### src/rtl/srm_pkg.sv
// Shared ISA constants, instruction fields, controller states and the
// per-state control-word table for the Simple RISC Machine controller.
package srm_pkg;

  localparam logic [2:0] OPC_MOV = 3'b110;
  localparam logic [2:0] OPC_ALU = 3'b101;

  localparam logic [1:0] OP_MOV_IMM = 2'b10;
  localparam logic [1:0] OP_MOV_REG = 2'b00;
  localparam logic [1:0] OP_ADD     = 2'b00;
  localparam logic [1:0] OP_CMP     = 2'b01;
  localparam logic [1:0] OP_AND     = 2'b10;
  localparam logic [1:0] OP_MVN     = 2'b11;

  localparam logic [3:0] VSEL_MDATA = 4'b0001;
  localparam logic [3:0] VSEL_IMM8  = 4'b0010;
  localparam logic [3:0] VSEL_PC    = 4'b0100;
  localparam logic [3:0] VSEL_C     = 4'b1000;

  localparam int OPC_LSB = 13;
  localparam int OP_LSB  = 11;
  localparam int RN_LSB  = 8;
  localparam int RD_LSB  = 5;
  localparam int SH_LSB  = 3;
  localparam int RM_LSB  = 0;

  typedef enum logic [2:0] {
    S_WAIT, S_DECODE, S_WRITE_IMM, S_GET_A, S_GET_B, S_EXEC, S_WRITE_REG
  } state_t;

  typedef enum logic [2:0] {
    C_NOP, C_MOV_IMM, C_MOV_REG, C_ADD_AND, C_CMP, C_MVN
  } iclass_t;

  typedef struct packed {
    logic [2:0] opcode;
    logic [1:0] op;
    logic [2:0] rn;
    logic [2:0] rd;
    logic [1:0] sh;
    logic [2:0] rm;
  } fields_t;

  typedef struct packed {
    logic       w;
    logic       write;
    logic [3:0] vsel;
    logic       loada;
    logic       loadb;
    logic       loadc;
    logic       loads;
    logic       asel;
    logic       bsel;
    logic [2:0] readnum;
    logic [2:0] writenum;
    logic [1:0] shift;
    logic [1:0] alu_op;
  } ctrl_t;

  // Moore output table: the control word a state presents while it is current.
  function automatic ctrl_t ctrl_for(state_t st, fields_t f, iclass_t c);
    ctrl_t o;
    o      = '0;
    o.vsel = VSEL_C;
    case (st)
      S_WAIT:      o.w = 1'b1;
      S_WRITE_IMM: begin
        o.writenum = f.rn;
        o.vsel     = VSEL_IMM8;
        o.write    = 1'b1;
      end
      S_GET_A: begin
        o.readnum = f.rn;
        o.loada   = 1'b1;
      end
      S_GET_B: begin
        o.readnum = f.rm;
        o.loadb   = 1'b1;
        o.shift   = f.sh;
        o.alu_op  = f.op;
      end
      S_EXEC: begin
        o.shift  = f.sh;
        o.alu_op = f.op;
        o.asel   = (c == C_MOV_REG);
        o.loads  = (c == C_CMP);
        o.loadc  = (c != C_CMP);
      end
      S_WRITE_REG: begin
        o.writenum = f.rd;
        o.write    = 1'b1;
      end
      default: ;
    endcase
    return o;
  endfunction

endpackage

### src/rtl/cpu_controller_if.sv
// Controller <-> fetch/datapath bundle. master = controller, slave = the
// harness/datapath side. state and ir are debug observation points.
interface cpu_controller_if;
  import srm_pkg::*;

  logic [15:0] in;
  logic        load;
  logic        s;
  logic        w;
  logic [2:0]  readnum;
  logic [2:0]  writenum;
  logic        write;
  logic [3:0]  vsel;
  logic        loada;
  logic        loadb;
  logic        loadc;
  logic        loads;
  logic        asel;
  logic        bsel;
  logic [1:0]  shift;
  logic [1:0]  ALUop;
  logic [15:0] sximm8;
  logic [15:0] sximm5;
  state_t      state;
  logic [15:0] ir;

  modport master (
    input  in, load, s,
    output w, readnum, writenum, write, vsel, loada, loadb, loadc, loads,
           asel, bsel, shift, ALUop, sximm8, sximm5, state, ir
  );

  modport slave (
    output in, load, s,
    input  w, readnum, writenum, write, vsel, loada, loadb, loadc, loads,
           asel, bsel, shift, ALUop, sximm8, sximm5, state, ir
  );
endinterface

### src/rtl/instr_decoder.sv
// Combinational IR decode: field split, immediate sign extension and
// instruction class used by the sequencing FSM.
module instr_decoder
  import srm_pkg::*;
(
  input  logic [15:0] ir,
  output fields_t     f,
  output iclass_t     cls,
  output logic [15:0] sximm8,
  output logic [15:0] sximm5
);

  assign f.opcode = ir[OPC_LSB +: 3];
  assign f.op     = ir[OP_LSB  +: 2];
  assign f.rn     = ir[RN_LSB  +: 3];
  assign f.rd     = ir[RD_LSB  +: 3];
  assign f.sh     = ir[SH_LSB  +: 2];
  assign f.rm     = ir[RM_LSB  +: 3];

  assign sximm8 = {{8{ir[7]}}, ir[7:0]};
  assign sximm5 = {{11{ir[4]}}, ir[4:0]};

  always_comb begin
    cls = C_NOP;
    if (f.opcode == OPC_MOV) begin
      if (f.op == OP_MOV_IMM)      cls = C_MOV_IMM;
      else if (f.op == OP_MOV_REG) cls = C_MOV_REG;
    end else if (f.opcode == OPC_ALU) begin
      case (f.op)
        OP_CMP:  cls = C_CMP;
        OP_MVN:  cls = C_MVN;
        default: cls = C_ADD_AND;
      endcase
    end
  end

endmodule

### src/rtl/cpu_controller.sv
// Simple RISC Machine sequencing controller: instruction register plus a
// Moore FSM whose control outputs are registered alongside the state.
module cpu_controller
  import srm_pkg::*;
(
  input  logic             clk,
  input  logic             reset,
  cpu_controller_if.master bus
);

  state_t      state, nxt;
  logic [15:0] ir;
  ctrl_t       ctrl_q;
  fields_t     f;
  iclass_t     cls;

  instr_decoder u_dec (
    .ir     (ir),
    .f      (f),
    .cls    (cls),
    .sximm8 (bus.sximm8),
    .sximm5 (bus.sximm5)
  );

  always_comb begin
    nxt = state;
    case (state)
      S_WAIT:   if (bus.s) nxt = S_DECODE;
      S_DECODE: begin
        case (cls)
          C_MOV_IMM:         nxt = S_WRITE_IMM;
          C_MOV_REG, C_MVN:  nxt = S_GET_B;
          C_ADD_AND, C_CMP:  nxt = S_GET_A;
          default:           nxt = S_WAIT;
        endcase
      end
      S_GET_A:     nxt = S_GET_B;
      S_GET_B:     nxt = S_EXEC;
      S_EXEC:      nxt = (cls == C_CMP) ? S_WAIT : S_WRITE_REG;
      S_WRITE_IMM: nxt = S_WAIT;
      S_WRITE_REG: nxt = S_WAIT;
      default:     nxt = S_WAIT;
    endcase
  end

  // Outputs are computed for the state being entered, so they switch on the
  // same edge as the state. The IR only changes on the WAIT->DECODE edge,
  // and DECODE's control word does not depend on it.
  always_ff @(posedge clk or posedge reset) begin
    if (reset) begin
      state  <= S_WAIT;
      ir     <= '0;
      ctrl_q <= ctrl_for(S_WAIT, '0, C_NOP);
    end else begin
      state  <= nxt;
      ctrl_q <= ctrl_for(nxt, f, cls);
      if (state == S_WAIT && bus.load) ir <= bus.in;
    end
  end

  assign bus.w        = ctrl_q.w;
  assign bus.write    = ctrl_q.write;
  assign bus.vsel     = ctrl_q.vsel;
  assign bus.loada    = ctrl_q.loada;
  assign bus.loadb    = ctrl_q.loadb;
  assign bus.loadc    = ctrl_q.loadc;
  assign bus.loads    = ctrl_q.loads;
  assign bus.asel     = ctrl_q.asel;
  assign bus.bsel     = ctrl_q.bsel;
  assign bus.readnum  = ctrl_q.readnum;
  assign bus.writenum = ctrl_q.writenum;
  assign bus.shift    = ctrl_q.shift;
  assign bus.ALUop    = ctrl_q.alu_op;
  assign bus.state    = state;
  assign bus.ir       = ir;

endmodule

### src/flat_wrapper.sv
// flat-port wrapper written by rule: the top's interface ports become plain ports
module cpu_controller_flat import srm_pkg::*;
  (clk, reset, bus_in, bus_load, bus_s, bus_w, bus_readnum, bus_writenum, bus_write, bus_vsel, bus_loada, bus_loadb, bus_loadc, bus_loads, bus_asel, bus_bsel, bus_shift, bus_ALUop, bus_sximm8, bus_sximm5, bus_state, bus_ir);
  cpu_controller_if bus_i ();
  input  logic clk;
  input  logic reset;
  input wire logic [$bits(bus_i.in)-1:0] bus_in;
  input wire logic [$bits(bus_i.load)-1:0] bus_load;
  input wire logic [$bits(bus_i.s)-1:0] bus_s;
  output wire logic [$bits(bus_i.w)-1:0] bus_w;
  output wire logic [$bits(bus_i.readnum)-1:0] bus_readnum;
  output wire logic [$bits(bus_i.writenum)-1:0] bus_writenum;
  output wire logic [$bits(bus_i.write)-1:0] bus_write;
  output wire logic [$bits(bus_i.vsel)-1:0] bus_vsel;
  output wire logic [$bits(bus_i.loada)-1:0] bus_loada;
  output wire logic [$bits(bus_i.loadb)-1:0] bus_loadb;
  output wire logic [$bits(bus_i.loadc)-1:0] bus_loadc;
  output wire logic [$bits(bus_i.loads)-1:0] bus_loads;
  output wire logic [$bits(bus_i.asel)-1:0] bus_asel;
  output wire logic [$bits(bus_i.bsel)-1:0] bus_bsel;
  output wire logic [$bits(bus_i.shift)-1:0] bus_shift;
  output wire logic [$bits(bus_i.ALUop)-1:0] bus_ALUop;
  output wire logic [$bits(bus_i.sximm8)-1:0] bus_sximm8;
  output wire logic [$bits(bus_i.sximm5)-1:0] bus_sximm5;
  output wire logic [$bits(bus_i.state)-1:0] bus_state;
  output wire logic [$bits(bus_i.ir)-1:0] bus_ir;
  assign bus_i.in = bus_in;
  assign bus_i.load = bus_load;
  assign bus_i.s = bus_s;
  assign bus_w = bus_i.w;
  assign bus_readnum = bus_i.readnum;
  assign bus_writenum = bus_i.writenum;
  assign bus_write = bus_i.write;
  assign bus_vsel = bus_i.vsel;
  assign bus_loada = bus_i.loada;
  assign bus_loadb = bus_i.loadb;
  assign bus_loadc = bus_i.loadc;
  assign bus_loads = bus_i.loads;
  assign bus_asel = bus_i.asel;
  assign bus_bsel = bus_i.bsel;
  assign bus_shift = bus_i.shift;
  assign bus_ALUop = bus_i.ALUop;
  assign bus_sximm8 = bus_i.sximm8;
  assign bus_sximm5 = bus_i.sximm5;
  assign bus_state = bus_i.state;
  assign bus_ir = bus_i.ir;
  cpu_controller u_core (.clk(clk), .reset(reset), .bus(bus_i));
endmodule
### config.mk
export PLATFORM = sky130hd
export DESIGN_NAME = cpu_controller_flat
export DESIGN_NICKNAME = d
export VERILOG_FILES = /design/src/rtl/srm_pkg.sv /design/src/rtl/cpu_controller_if.sv /design/src/rtl/instr_decoder.sv /design/src/rtl/cpu_controller.sv /design/src/flat_wrapper.sv
export SDC_FILE = /design/constraint.sdc
export NUM_CORES = 1
export LEC_CHECK = 0
export ABC_AREA = 1
export BUFFER_PORTS_ARGS = -buffer_cell sky130_fd_sc_hd__buf_2
export CAP_MARGIN = 40
export CORE_MARGIN = 5
export CORE_UTILIZATION = 45
export DETAILED_ROUTE_END_ITERATION = 7
export GPL_TIMING_DRIVEN = 0
export PLACE_DENSITY = 0.89
export REMOVE_ABC_BUFFERS = 1
export SETUP_SLACK_MARGIN = 0.2
export SLEW_MARGIN = 20
export SYNTH_ARGS = -nofsm -noshare
export SYNTH_HDL_FRONTEND = slang
export SYNTH_SLANG_ARGS = --single-unit
### constraint.sdc
create_clock -name clk -period 3 [get_ports clk]
set_input_delay 0 -clock clk [delete_from_list [all_inputs] [get_ports clk]]
set_output_delay 0 -clock clk [all_outputs]
set_load 0.01 [all_outputs]
==> out/summary.txt, run 1 <==
I/O pin total: 93
Highest-count cells in the layout ignoring fill and taps: sky130_fd_sc_hd__buf_2, sky130_fd_sc_hd__dfrtp_1, sky130_fd_sc_hd__nor2_1
CTS buffer count: 5
Fraction of the core area covered by cells at the end of the flow: 0.588
Routed wire length: 3950 um
Number of global-route vias before repair: 1426
Setup repair bufs after CTS: 0
Share of synthesized area occupied by flip-flops and latches: 0.532
Horizontal extent of the die: 73.1 um
Sum Neg Setup Slack: 0 ns
Setup violation total in the final timing report: 0
Area of the die: 5340 um2
Number of resized instances in the post-cts repair step: 0
HP Class: in -> reg
Number of warning messages in the yosys log: 0
Number of H-tree levels: 2
Maximum clock frequency: 684 MHz
Final Cycle Share: 0.487
Average detailed-routed wire length per instance: 12.9 um
Master of the slowest instance on the critical path: sky130_fd_sc_hd__dfrtp_1
Maximum number of pins on one net before global-route repair: 39
Total global-route track usage: 0.154
Wire length of the first global-routing pass: 6410 um
Detail Route Antenna Nets: 0
Fraction of layout cells with a size suffix above 1: 0.475
Number of violations reported at the end of detailed-routing iteration 0: 93
Status: finished, final reports clean
Power density over the cells: 1030 nW/um2
Required arrival time at the worst endpoint: 3.16 ns
CP Capture Type: flop
Antenna cell count: 0
Area of the placeable core: 3910 um2
Post-synthesis to final-layout area growth: 28.6%
Count of final hold-check violations: 0
Net Sw Power: 1.00 mW
Most frequent standard cell in the layout excluding fill and tap cells: sky130_fd_sc_hd__buf_2
Met1 global-route usage: 0.167
Count of max-cap constraint violations: 0
Fraction of power spent switching nets: 0.424
Internal power summed over all cells: 1.37 mW
Min-Delay Path Depth: 3
Netlist area before placement: 1790 um2
Cell count after synthesis: 177
Shortest period the worst path allows: 1.46 ns
Die boundary height: 73.1 um
Total number of vias: 1380
Synthesis-stage register bit count: 38
Distinct cells, synth: 24
Register-to-register setup slack: 1.54 ns
Logic gate share of total power: 0.483
Share of power burned in registers: 0.372
Number of antenna violations at the first check in global routing: 0
Drt drc: 0
Root buffer cell: sky130_fd_sc_hd__clkbuf_8
Peak-usage layer in the global routing report: met2
Clock tree from TritonCTS: yes
Port Buf Inserts: 89
Setup Crit Path Kind: reg -> reg
Arr. time, crit path: 1.62 ns
Critical R2R Launch: u_core.bus.state[0]$_DFF_PP0_
Number of buffers on the longest clock path: 2
Mean area per synthesized cell: 10.1 um2
Most used flip-flop cell after synthesis: sky130_fd_sc_hd__dfrtp_1
First element of the critical path: u_core.bus.state[0]$_DFF_PP0_
Hold bufs inserted after CTS: 17
Final weighted congestion in routability-driven placement: 0.755
Depth of the most critical reg-to-reg path: 3
Met2 usage in global routing: 0.292
Peak per-stage delay on the critical path: 0.47 ns
Total leakage power: 1.30 nW
DP HPWL: 2960 um
Number of enable flip-flop cells after synthesis: 0
GRT met3 Usage: 0.0344
Sort of element at the start of the critical path: flop
Maximum fanout along the worst path: 28
Origin of the worst min-delay path: bus_s
Final Max Slew Viols: 0
Net count, final: 276
Worst IR drop on VDD: 0.422 mV
Async set-or-reset flop fraction in the synthesized netlist: 1.00
Worst path cell trace: nor2_2 -> nand3_4 -> mux2_4
Clock group share of total power: 0.144
GR Overflow Total: 0
Clock sink count: 38
Clock-pin slew on the worst setup and hold paths: 0.07 ns
# rows: 23
Unrepaired setup endpoints after global routing: false
First-pass DRT Iterations: 4
R2r endpoint: u_core.bus.ir[15]$_DFFE_PP0P_
Worst clock skew: 0.00441 ns
Worst hold path endpoint: u_core.bus.state[0]$_DFF_PP0_
Initial standard-cell utilization of the core: 0.457
Latest clock arrival within the worst-skew pair: 0.27 ns
Number of vias per cell: 4.50
==> layout make-up <==
type	instances	area, um2
clock buffer	7	86.3
multi-input combinational	83	480
inverter	21	78.8
fill	360	1610
tap	50	62.6
sequential	38	953
timing repair buffer	107	636
clock inverter	1	5.00
==> cells by family after synthesis <==
kind of cell	Yosys count	synth area share
other	1	0.00209
buffers and inverters	58	0.203
DFF	38	0.532
muxes	4	0.0335
and+or+nand+nor	50	0.153
AOI/OAI and AO/OA	26	0.0755
==> per-stage QoR <==
stage,setup slack (ns),power [mW],hold WS [ns],area (um2),std cells
after floorplan,1.50,1.52,0.149,1510,142
after global placement,1.56,2.00,0.231,2020,281
after detailed placement,1.53,2.04,0.189,2020,281
after CTS,1.53,2.40,0.0359,2280,306
after global routing,1.46,2.56,0.0839,2300,307
final,1.54,2.37,0.0460,2300,307
==> worst max-delay path by stage <==
stage / end / cells past startpoint
final: u_core.bus.ir[15]$_DFFE_PP0P_ / 3
after global routing: u_core.bus.ir[7]$_DFFE_PP0P_ / 3
after CTS: u_core.bus.ir[6]$_DFFE_PP0P_ / 3
after detailed placement: u_core.bus.ir[7]$_DFFE_PP0P_ / 3
after global placement: u_core.bus.ir[6]$_DFFE_PP0P_ / 3
after floorplan: u_core.bus.ir[4]$_DFFE_PP0P_ / 2
==> critical path, delay by kind of cell, from the launching register on <==
family	cells	cell delay, ns
AND/OR/NAND/NOR	2	0.48
flip-flops	1	0.47
multiplexers	1	0.39
==> cell usage after synthesis, types with 2 or more instances <==
cell | n | area share
sky130_fd_sc_hd__a21oi_1 | 17 | 0.048
sky130_fd_sc_hd__buf_4 | 35 | 0.15
sky130_fd_sc_hd__buf_6 | 2 | 0.013
sky130_fd_sc_hd__dfrtp_1 | 36 | 0.50
sky130_fd_sc_hd__dfstp_2 | 2 | 0.029
sky130_fd_sc_hd__inv_1 | 19 | 0.040
sky130_fd_sc_hd__inv_2 | 2 | 0.0042
sky130_fd_sc_hd__mux2_4 | 4 | 0.034
sky130_fd_sc_hd__nand2_1 | 7 | 0.015
sky130_fd_sc_hd__nand2_2 | 5 | 0.017
sky130_fd_sc_hd__nand3_1 | 7 | 0.020
sky130_fd_sc_hd__nand3_2 | 2 | 0.011
sky130_fd_sc_hd__nor2_1 | 20 | 0.042
sky130_fd_sc_hd__nor2_2 | 3 | 0.010
sky130_fd_sc_hd__nor2_4 | 2 | 0.013
sky130_fd_sc_hd__o21ai_0 | 4 | 0.011
sky130_fd_sc_hd__o21ai_1 | 3 | 0.0084
==> sequential cells by signal, indices dropped and copies added (netlist names), 2 cells and up <==
name,cells
u_core.bus.ir,16
u_core.bus.readnum,3
u_core.bus.state,3
u_core.bus.writenum,3
u_core.bus.ALUop,2
u_core.bus.shift,2
u_core.bus.vsel,2
==> metal layers <==
| layer | wire, um | vias up |
|---|---|---|
| met1 | 1430 | 657 |
| met2 | 2220 | 42 |
| met5 | 0 | - |
| met4 | 31 | 0 |
| li1 | - | 679 |
| met3 | 271 | 2 |
==> power by group through the flow <==
stage               Sequential, mW  Combinational (mW)  Clock, mW
floorplan                     1.10               0.423          0
global placement             0.875                1.12          0
detailed placement           0.893                1.15          0
CTS                          0.885                1.17      0.354
global route                 0.920                1.27      0.369
finish                       0.882                1.15      0.342
(Power assumes the default switching activity.)
==> run 2, diff against run 1 <==
ABC_AREA = 0   (was 1)
CORE_UTILIZATION = 40   (was 45)
PLACE_DENSITY = 0.84   (was 0.89)
clock period = 1.2 ns   (was 3 ns; I/O delays follow)
==> run 2 against run 1 <==
  * The flow now finishes with violations (negative setup slack)
  * Global-route usage decreased by 0.71 points
  * Total power increased to 2.8 times the previous value
  * Sequential share of layout area decreased by 3.0 points
  * Via count decreased by 6.0%
  * Non-clock buffer count increased by 12
  * Core utilization decreased by 0.81 points
  * Synthesized area decreased by 1.7%
  * Count of clock-buffer cells in the layout decreased by 1
==> out/summary.txt, run 2 <==
Status: complete, but fails checks (was finished, final reports clean)
Failing checks: negative setup slack
Cell count after synthesis: 137 (was 177)
Power density over the cells: 2660 nW/um2 (was 1030 nW/um2)
Maximum fanout along the worst path: 6 (was 28)
Worst clock skew: 0.00278 ns (was 0.00441 ns)
# rows: 24 (was 23)
Share of synthesized area occupied by flip-flops and latches: 0.542 (was 0.532)
Mean area per synthesized cell: 12.8 um2 (was 10.1 um2)
Total number of vias: 1297 (was 1380)
Number of warning messages in the yosys log: 0 (unchanged)
Clock group share of total power: 0.133 (was 0.144)
Wire length of the first global-routing pass: 6820 um (was 6410 um)
Synth area leader: sky130_fd_sc_hd__dfrtp_1 (unchanged)
Most frequent standard cell in the layout excluding fill and tap cells: sky130_fd_sc_hd__buf_2 (unchanged)
Top post-synthesis cells by count: sky130_fd_sc_hd__dfrtp_1, sky130_fd_sc_hd__buf_4, sky130_fd_sc_hd__mux2_2, sky130_fd_sc_hd__nor2_1 (was sky130_fd_sc_hd__dfrtp_1, sky130_fd_sc_hd__buf_4, sky130_fd_sc_hd__nor2_1, sky130_fd_sc_hd__inv_1, sky130_fd_sc_hd__a21oi_1)
Fraction of layout cells with a size suffix above 1: 0.694 (was 0.475)
Post-synthesis to final-layout area growth: 42.5% (was 28.6%)
Initial standard-cell utilization of the core: 0.407 (was 0.457)
Total global-route track usage: 0.147 (was 0.154)
Shortest period the worst path allows: 1.51 ns (was 1.46 ns)
Sort of element at the start of the critical path: flop (unchanged)
Standard cell area after detailed placement: 2000 um2 (was 2020 um2)
Arr. time, crit path: 1.69 ns (was 1.62 ns)
PnR Total Power: 6.67 mW (was 2.37 mW)
Number of violations reported at the end of detailed-routing iteration 0: 26 (was 93)
Top-count cell post-synth: sky130_fd_sc_hd__dfrtp_1 (unchanged)
Final weighted congestion in routability-driven placement: 0.829 (was 0.755)
Area share of the largest cell type after synthesis: 0.512 (was 0.503)
Clock-pin slew on the worst setup and hold paths: 0.07 ns (about the same)
Number of filler instances in the final layout: 358 (was 360)
Most used flip-flop cell after synthesis: sky130_fd_sc_hd__dfrtp_1 (unchanged)
Number of global-route vias before repair: 1338 (was 1426)
Root buffer cell: sky130_fd_sc_hd__clkbuf_8 (unchanged)
Number of enable flip-flop cells after synthesis: 0 (unchanged)
HP Class: in -> reg (unchanged)
Setup Crit Path Kind: reg -> reg (unchanged)
Area of the placeable core: 4320 um2 (was 3910 um2)
Clock tree from TritonCTS: yes (unchanged)
Distinct cells, synth: 29 (was 24)
Setup violation total in the final timing report: 36 (was 0)
Port Buf Inserts: 89 (unchanged)
Worst IR drop on VDD: 1.17 mV (was 0.422 mV)
Drt drc: 0 (unchanged)
Detail Route Antenna Nets: 0 (unchanged)
Max FFs per register: 16 (unchanged)
Netlist area before placement: 1760 um2 (was 1790 um2)
Number of antenna violations at the first check in global routing: 0 (unchanged)
Average detailed-routed wire length per instance: 15.1 um (was 12.9 um)
Routed wire length: 4250 um (was 3950 um)
Total leakage power: 1.29 nW (was 1.30 nW)
Share of power burned in registers: 0.355 (was 0.372)
Maximum number of pins on one net before global-route repair: 39 (unchanged)
Number of buffers on the longest clock path: 2 (unchanged)
Count of max-cap constraint violations: 0 (unchanged)
Internal power summed over all cells: 4.00 mW (was 1.37 mW)
Clock sink count: 38 (unchanged)
Maximum clock frequency: 662 MHz (was 684 MHz)
Latest clock arrival within the worst-skew pair: 0.28 ns (was 0.27 ns)
Final Cycle Share: 1.26 (was 0.487)
Unrepaired setup endpoints after global routing: true (was false)
Antenna cell count: 0 (unchanged)
Logic gate share of total power: 0.512 (was 0.483)
I/O pin total: 93 (unchanged)
Horizontal extent of the die: 76.3 um (was 73.1 um)
Area of the die: 5830 um2 (was 5340 um2)
Net count, final: 248 (was 276)
Final Max Slew Viols: 0 (unchanged)
Net Sw Power: 2.67 mW (was 1.00 mW)
Highest-count cells in the layout ignoring fill and taps: sky130_fd_sc_hd__buf_2, sky130_fd_sc_hd__dfrtp_1, sky130_fd_sc_hd__dlygate4sd3_1 (was sky130_fd_sc_hd__buf_2, sky130_fd_sc_hd__dfrtp_1, sky130_fd_sc_hd__nor2_1)
Synthesis-stage register bit count: 38 (unchanged)
CTS buffer count: 5 (unchanged)
Count of final hold-check violations: 0 (unchanged)
Cell area after layout: 2510 um2 (was 2300 um2)
Cell types with the largest area share after synthesis: sky130_fd_sc_hd__dfrtp_1, sky130_fd_sc_hd__buf_4, sky130_fd_sc_hd__mux2_2 (was sky130_fd_sc_hd__dfrtp_1, sky130_fd_sc_hd__buf_4, sky130_fd_sc_hd__a21oi_1)
First-pass DRT Iterations: 4 (unchanged)
CP Capture Type: flop (unchanged)
Number of H-tree levels: 2 (unchanged)
GR Overflow Total: 0 (unchanged)
Die boundary height: 76.3 um (was 73.1 um)
Fraction of power spent switching nets: 0.400 (was 0.424)
DP HPWL: 2840 um (was 2960 um)
Worst Slack Setup Final: -0.310 ns (was 1.54 ns)
Async set-or-reset flop fraction in the synthesized netlist: 1.00 (unchanged)
Required arrival time at the worst endpoint: 1.38 ns (was 3.16 ns)
Biggest register: u_core.bus.ir (unchanged)
Number of vias per cell: 4.62 (was 4.50)
## run 2: changes by cell type after synthesis, moves of 4 or more
cell	change
sky130_fd_sc_hd__inv_1	-15
sky130_fd_sc_hd__nand2_2	-5
sky130_fd_sc_hd__nand3_1	-6
sky130_fd_sc_hd__nor2_1	-15
sky130_fd_sc_hd__and3_1	+4
sky130_fd_sc_hd__mux2_2	+16
sky130_fd_sc_hd__a21oi_1	-17
sky130_fd_sc_hd__nand2_1	-5
sky130_fd_sc_hd__mux2_4	-4
## run 2: repair_timing
| action | CTS | global route |
|---|---|---|
| pin swaps | 7 | 10 |
| hold buffers | 16 | 1 |
| endpoints found under the setup margin | 64 | 42 |
| endpoints found under the hold margin | 52 | 36 |
| gates resized for setup | 17 | 19 |
| buffers inserted | 8 | 3 |
## run 2: final cells by class
class                      count  area, um2  share of cell area
inverter                       4       15.0             0.00599
clock buffer                   6       82.6              0.0329
timing repair buffer         119        753               0.300
multi-input combinational     60        617               0.246
clock inverter                 2       12.5             0.00499
sequential                    38        963               0.384
tap                           52       65.1              0.0259
## run 2: per-stage QoR
| stage | hold WS, ns | setup TNS [ns] | setup WS (ns) | util | std cells |
|---|---|---|---|---|---|
| floorplan | 0.152 | -11.39 | -0.522 | - | 102 |
| global placement | 0.231 | -20.23 | -0.780 | 0.461 | 243 |
| detailed placement | 0.189 | -11.83 | -0.484 | 0.464 | 244 |
| CTS | -0.122 | -7.84 | -0.289 | 0.552 | 276 |
| global route | 0.0991 | -9.24 | -0.337 | 0.580 | 281 |
| finish | 0.0818 | -7.49 | -0.310 | 0.580 | 281 |
## run 2: layer usage
layer,up-vias,GRT usage,part of all wire
li1,614,-,-
met1,624,0.151,0.37
met2,45,0.264,0.55
met3,14,0.0437,0.051
met4,0,0.0804,0.035
met5,-,0,0
## run 2: cells by family (layout without fill, tap and decap cells)
group,after synthesis,in the layout,synth area share
other cells,1,3,0.00213
compound gates,12,12,0.0689
simple gates,29,29,0.114
buf+inv,41,131,0.171
flops,38,38,0.542
mux,16,16,0.102
## run 2: path summary, 6_finish.rpt
path	from	end	slack, ns	cells past startpoint
worst max-delay path	u_core.bus.ir[12]$_DFFE_PP0P_	u_core.bus.shift[0]$_DFF_PP0_	-0.31	4
worst min-delay path	bus_s	u_core.bus.w$_DFF_PP1_	0.08	4
worst max register to register	u_core.bus.ir[12]$_DFFE_PP0P_	u_core.bus.shift[0]$_DFF_PP0_	-0.31	4
worst min register to register	u_core.bus.ir[9]$_DFFE_PP0P_	u_core.bus.readnum[1]$_DFF_PP0_	0.57	1
max in group asynchronous	reset	u_core.bus.w$_DFF_PP1_	0.58	4
min in group asynchronous	reset	u_core.bus.readnum[2]$_DFF_PP0_	0.16	3
## run 2: power by group through the flow
| stage | combinational, mW | clock [mW] | sequential (mW) |
|---|---|---|---|
| after floorplan | 0.945 | 0 | 2.83 |
| after global routing | 3.64 | 0.967 | 2.48 |
| after global placement | 2.68 | 0 | 2.36 |
| after CTS | 3.15 | 0.917 | 2.34 |
| final | 3.42 | 0.886 | 2.37 |
| after detailed placement | 2.77 | 0 | 2.37 |
## run 2: worst max-delay path, cell delays in order (launching register included)
cell and delay, ns:
sky130_fd_sc_hd__dfrtp_2 0.45, sky130_fd_sc_hd__and4b_4 0.20, sky130_fd_sc_hd__o311a_4 0.33, sky130_fd_sc_hd__a31o_4 0.24, sky130_fd_sc_hd__and3_1 0.18
==> run 3, diff against run 2 <==
CORE_UTILIZATION = 44   (was 40)
CTS_CLUSTER_SIZE = 24   (was default)
PLACE_DENSITY = 0.87   (was 0.84)
clock period = 1.69 ns   (was 1.2 ns; I/O delays follow)
==> run 3 against run 2 <==
  * The flow now finishes without violations
  * Non-clock buffer count up 1
  * Maximum frequency up 0.75%
  * Core utilization is 4.2 points higher
  * Routed wire length up 3.4%
  * Sequential power down 30%
  * Critical path depth is the same
  * Global-route usage up 1.9 points
  * Register-to-register slack better by 0.50 ns
  * First-iteration DRC count rose to 2.7 times the previous value
  * Setup slack improved by 0.50 ns
  * Sequential cell count is the same
  * Sequential share of layout area rose by 0.76 points
  * Critical path type unchanged
  * Largest power group unchanged
==> out/summary.txt, run 3 (synthesis results as in run 2) <==
Setup Crit Path Kind: reg -> reg (unchanged)
Biggest register: u_core.bus.ir (unchanged)
Sort of element at the start of the critical path: flop (unchanged)
Average detailed-routed wire length per instance: 15.7 um (was 15.1 um)
Maximum number of pins on one net before global-route repair: 39 (unchanged)
Detail Route Antenna Nets: 0 (unchanged)
Most frequent standard cell in the layout excluding fill and tap cells: sky130_fd_sc_hd__buf_2 (unchanged)
Drt drc: 0 (unchanged)
Status: finished, final reports clean (was complete, but fails checks)
Count of final hold-check violations: 0 (unchanged)
Number of violations reported at the end of detailed-routing iteration 0: 70 (was 26)
Number of filler instances in the final layout: 303 (was 358)
CTS buffer count: 5 (unchanged)
Clock sink count: 38 (unchanged)
Unrepaired setup endpoints after global routing: true (unchanged)
Port Buf Inserts: 89 (unchanged)
Clock tree from TritonCTS: yes (unchanged)
Post-route worst hold slack: 0.128 ns (was 0.0818 ns)
Power density over the cells: 1910 nW/um2 (was 2660 nW/um2)
Latest clock arrival within the worst-skew pair: 0.28 ns (about the same)
Required arrival time at the worst endpoint: 1.87 ns (was 1.38 ns)
Initial standard-cell utilization of the core: 0.447 (was 0.407)
GR Overflow Total: 0 (unchanged)
Area of the die: 5370 um2 (was 5830 um2)
Highest-count cells in the layout ignoring fill and taps: sky130_fd_sc_hd__buf_2, sky130_fd_sc_hd__dfrtp_1, sky130_fd_sc_hd__dlygate4sd3_1 (unchanged)
Reg area: 961 um2 (was 963 um2)
Worst IR drop on VDD: 0.910 mV (was 1.17 mV)
Min-Delay Path Depth: 4 (unchanged)
Shortest period the worst path allows: 1.50 ns (was 1.51 ns)
Depth of the most critical reg-to-reg path: 4 (unchanged)
Max FFs per register: 16 (unchanged)
Count of max-cap constraint violations: 0 (unchanged)
Maximum clock frequency: 667 MHz (was 662 MHz)
Routed wire length: 4390 um (was 4250 um)
Number of buffers on the longest clock path: 2 (unchanged)
HP Class: in -> reg (unchanged)
Antenna cell count: 0 (unchanged)
Number of global-route vias before repair: 1296 (was 1338)
Root buffer cell: sky130_fd_sc_hd__clkbuf_8 (unchanged)
Total leakage power: 1.28 nW (was 1.29 nW)
Worst clock skew: 0.00214 ns (was 0.00278 ns)
Setup violation total in the final timing report: 0 (was 36)
Horizontal extent of the die: 73.3 um (was 76.3 um)
Master of the slowest instance on the critical path: sky130_fd_sc_hd__dfrtp_2 (unchanged)
Fraction of the core area covered by cells at the end of the flow: 0.622 (was 0.580)
Final weighted congestion in routability-driven placement: 0.781 (was 0.829)
Final Cycle Share: 0.887 (was 1.26)
# rows: 23 (was 24)
Arr. time, crit path: 1.68 ns (was 1.69 ns)
Die boundary height: 73.3 um (was 76.3 um)
First-pass DRT Iterations: 4 (unchanged)
Post-synthesis to final-layout area growth: 39.4% (was 42.5%)
Number of H-tree levels: 2 (unchanged)
Area of the placeable core: 3940 um2 (was 4320 um2)
CP Capture Type: flop (unchanged)
Total number of vias: 1342 (was 1297)
Final Max Slew Viols: 0 (unchanged)
Number of antenna violations at the first check in global routing: 0 (unchanged)
DP HPWL: 2850 um (was 2840 um)
Multi-input logic area: 592 um2 (was 617 um2)
Worst path cell trace: and2b_1 -> nand4_1 -> o21ba_4 -> and3_4 (was and4b_4 -> o311a_4 -> a31o_4 -> and3_1)
Maximum fanout along the worst path: 6 (unchanged)
Wire length of the first global-routing pass: 6640 um (was 6820 um)
Number of vias per cell: 4.81 (was 4.62)
Clock-pin slew on the worst setup and hold paths: 0.07 ns (about the same)
Total global-route track usage: 0.166 (was 0.147)
Net count, final: 249 (was 248)
Fraction of layout cells with a size suffix above 1: 0.668 (was 0.694)
Peak per-stage delay on the critical path: 0.44 ns (was 0.45 ns)
I/O pin total: 93 (unchanged)
run 3: changes by cell type in the layout (fill, tap and decap cells not counted), moves of 2 or more:
cell and delta:
sky130_fd_sc_hd__buf_4 +3, sky130_fd_sc_hd__dfrtp_1 +2, sky130_fd_sc_hd__dfrtp_2 -2, sky130_fd_sc_hd__inv_1 +2, sky130_fd_sc_hd__inv_2 -2, sky130_fd_sc_hd__nor2_4 -2
run 3: final timing paths:
kind / start / end / slack [ns]
max in group asynchronous: reset / u_core.bus.w$_DFF_PP1_ / 1.10
min in group asynchronous: reset / u_core.bus.readnum[1]$_DFF_PP0_ / 0.14
hold reg to reg: u_core.bus.ir[10]$_DFFE_PP0P_ / u_core.bus.readnum[2]$_DFF_PP0_ / 0.58
setup / recovery: u_core.bus.state[2]$_DFF_PP0_ / u_core.bus.shift[0]$_DFF_PP0_ / 0.19
hold / removal: bus_s / u_core.bus.w$_DFF_PP1_ / 0.13
setup reg to reg: u_core.bus.state[2]$_DFF_PP0_ / u_core.bus.shift[0]$_DFF_PP0_ / 0.19
run 3: stage by stage:
stage / power [mW] / setup WS [ns] / cells / instance area [um2] / TNS (ns)
after detailed placement: 3.65 / -0.110 / 242 / 2000 / -1.01
final: 4.69 / 0.191 / 279 / 2450 / 0
after CTS: 4.48 / 0.188 / 276 / 2350 / 0
after floorplan: 2.68 / -0.0325 / 102 / 1480 / -0.490
after global routing: 4.95 / 0.136 / 279 / 2450 / 0
after global placement: 3.57 / -0.294 / 241 / 1990 / -4.66
run 3: area by class of cell:
type,instances,area share
Clock buffer,5,0.0280
Clock inverter,2,0.00408
Inverter,4,0.00612
Multi-Input combinational cell,60,0.241
Sequential cell,38,0.392
Tap cell,50,0.0255
Timing Repair Buffer,120,0.303
run 3: metal layers:
| metal | track usage | vias up | part of all wire |
|---|---|---|---|
| li1 | - | 614 | - |
| met1 | 0.196 | 662 | 0.37 |
| met2 | 0.280 | 51 | 0.54 |
| met3 | 0.0424 | 15 | 0.062 |
| met4 | 0.0779 | 0 | 0.031 |
| met5 | 0 | - | 0 |
run 3: power breakdown:
| group | leakage, nW | switching [mW] | internal [mW] |
|---|---|---|---|
| Combinational | 0.764 | 1.20 | 1.25 |
| Clock | 0.0438 | 0.295 | 0.276 |
| Sequential | 0.474 | 0.392 | 1.27 |
run 3: what timing repair did:
item,in CTS,in global routing
hold buffers,17,0
endpoints found under the setup margin,25,29
endpoints found under the hold margin,52,0
buffers inserted,10,2
pin swaps,2,7
gates resized for setup,10,16
gates cloned,0,0
run 3: worst max-delay path: cells and delay by family (launching register included):
kind,cells,cell delay [ns]
flip-flops,1,0.44
AND/OR/NAND/NOR,3,0.64
AO/OA/AOI/OAI,1,0.31
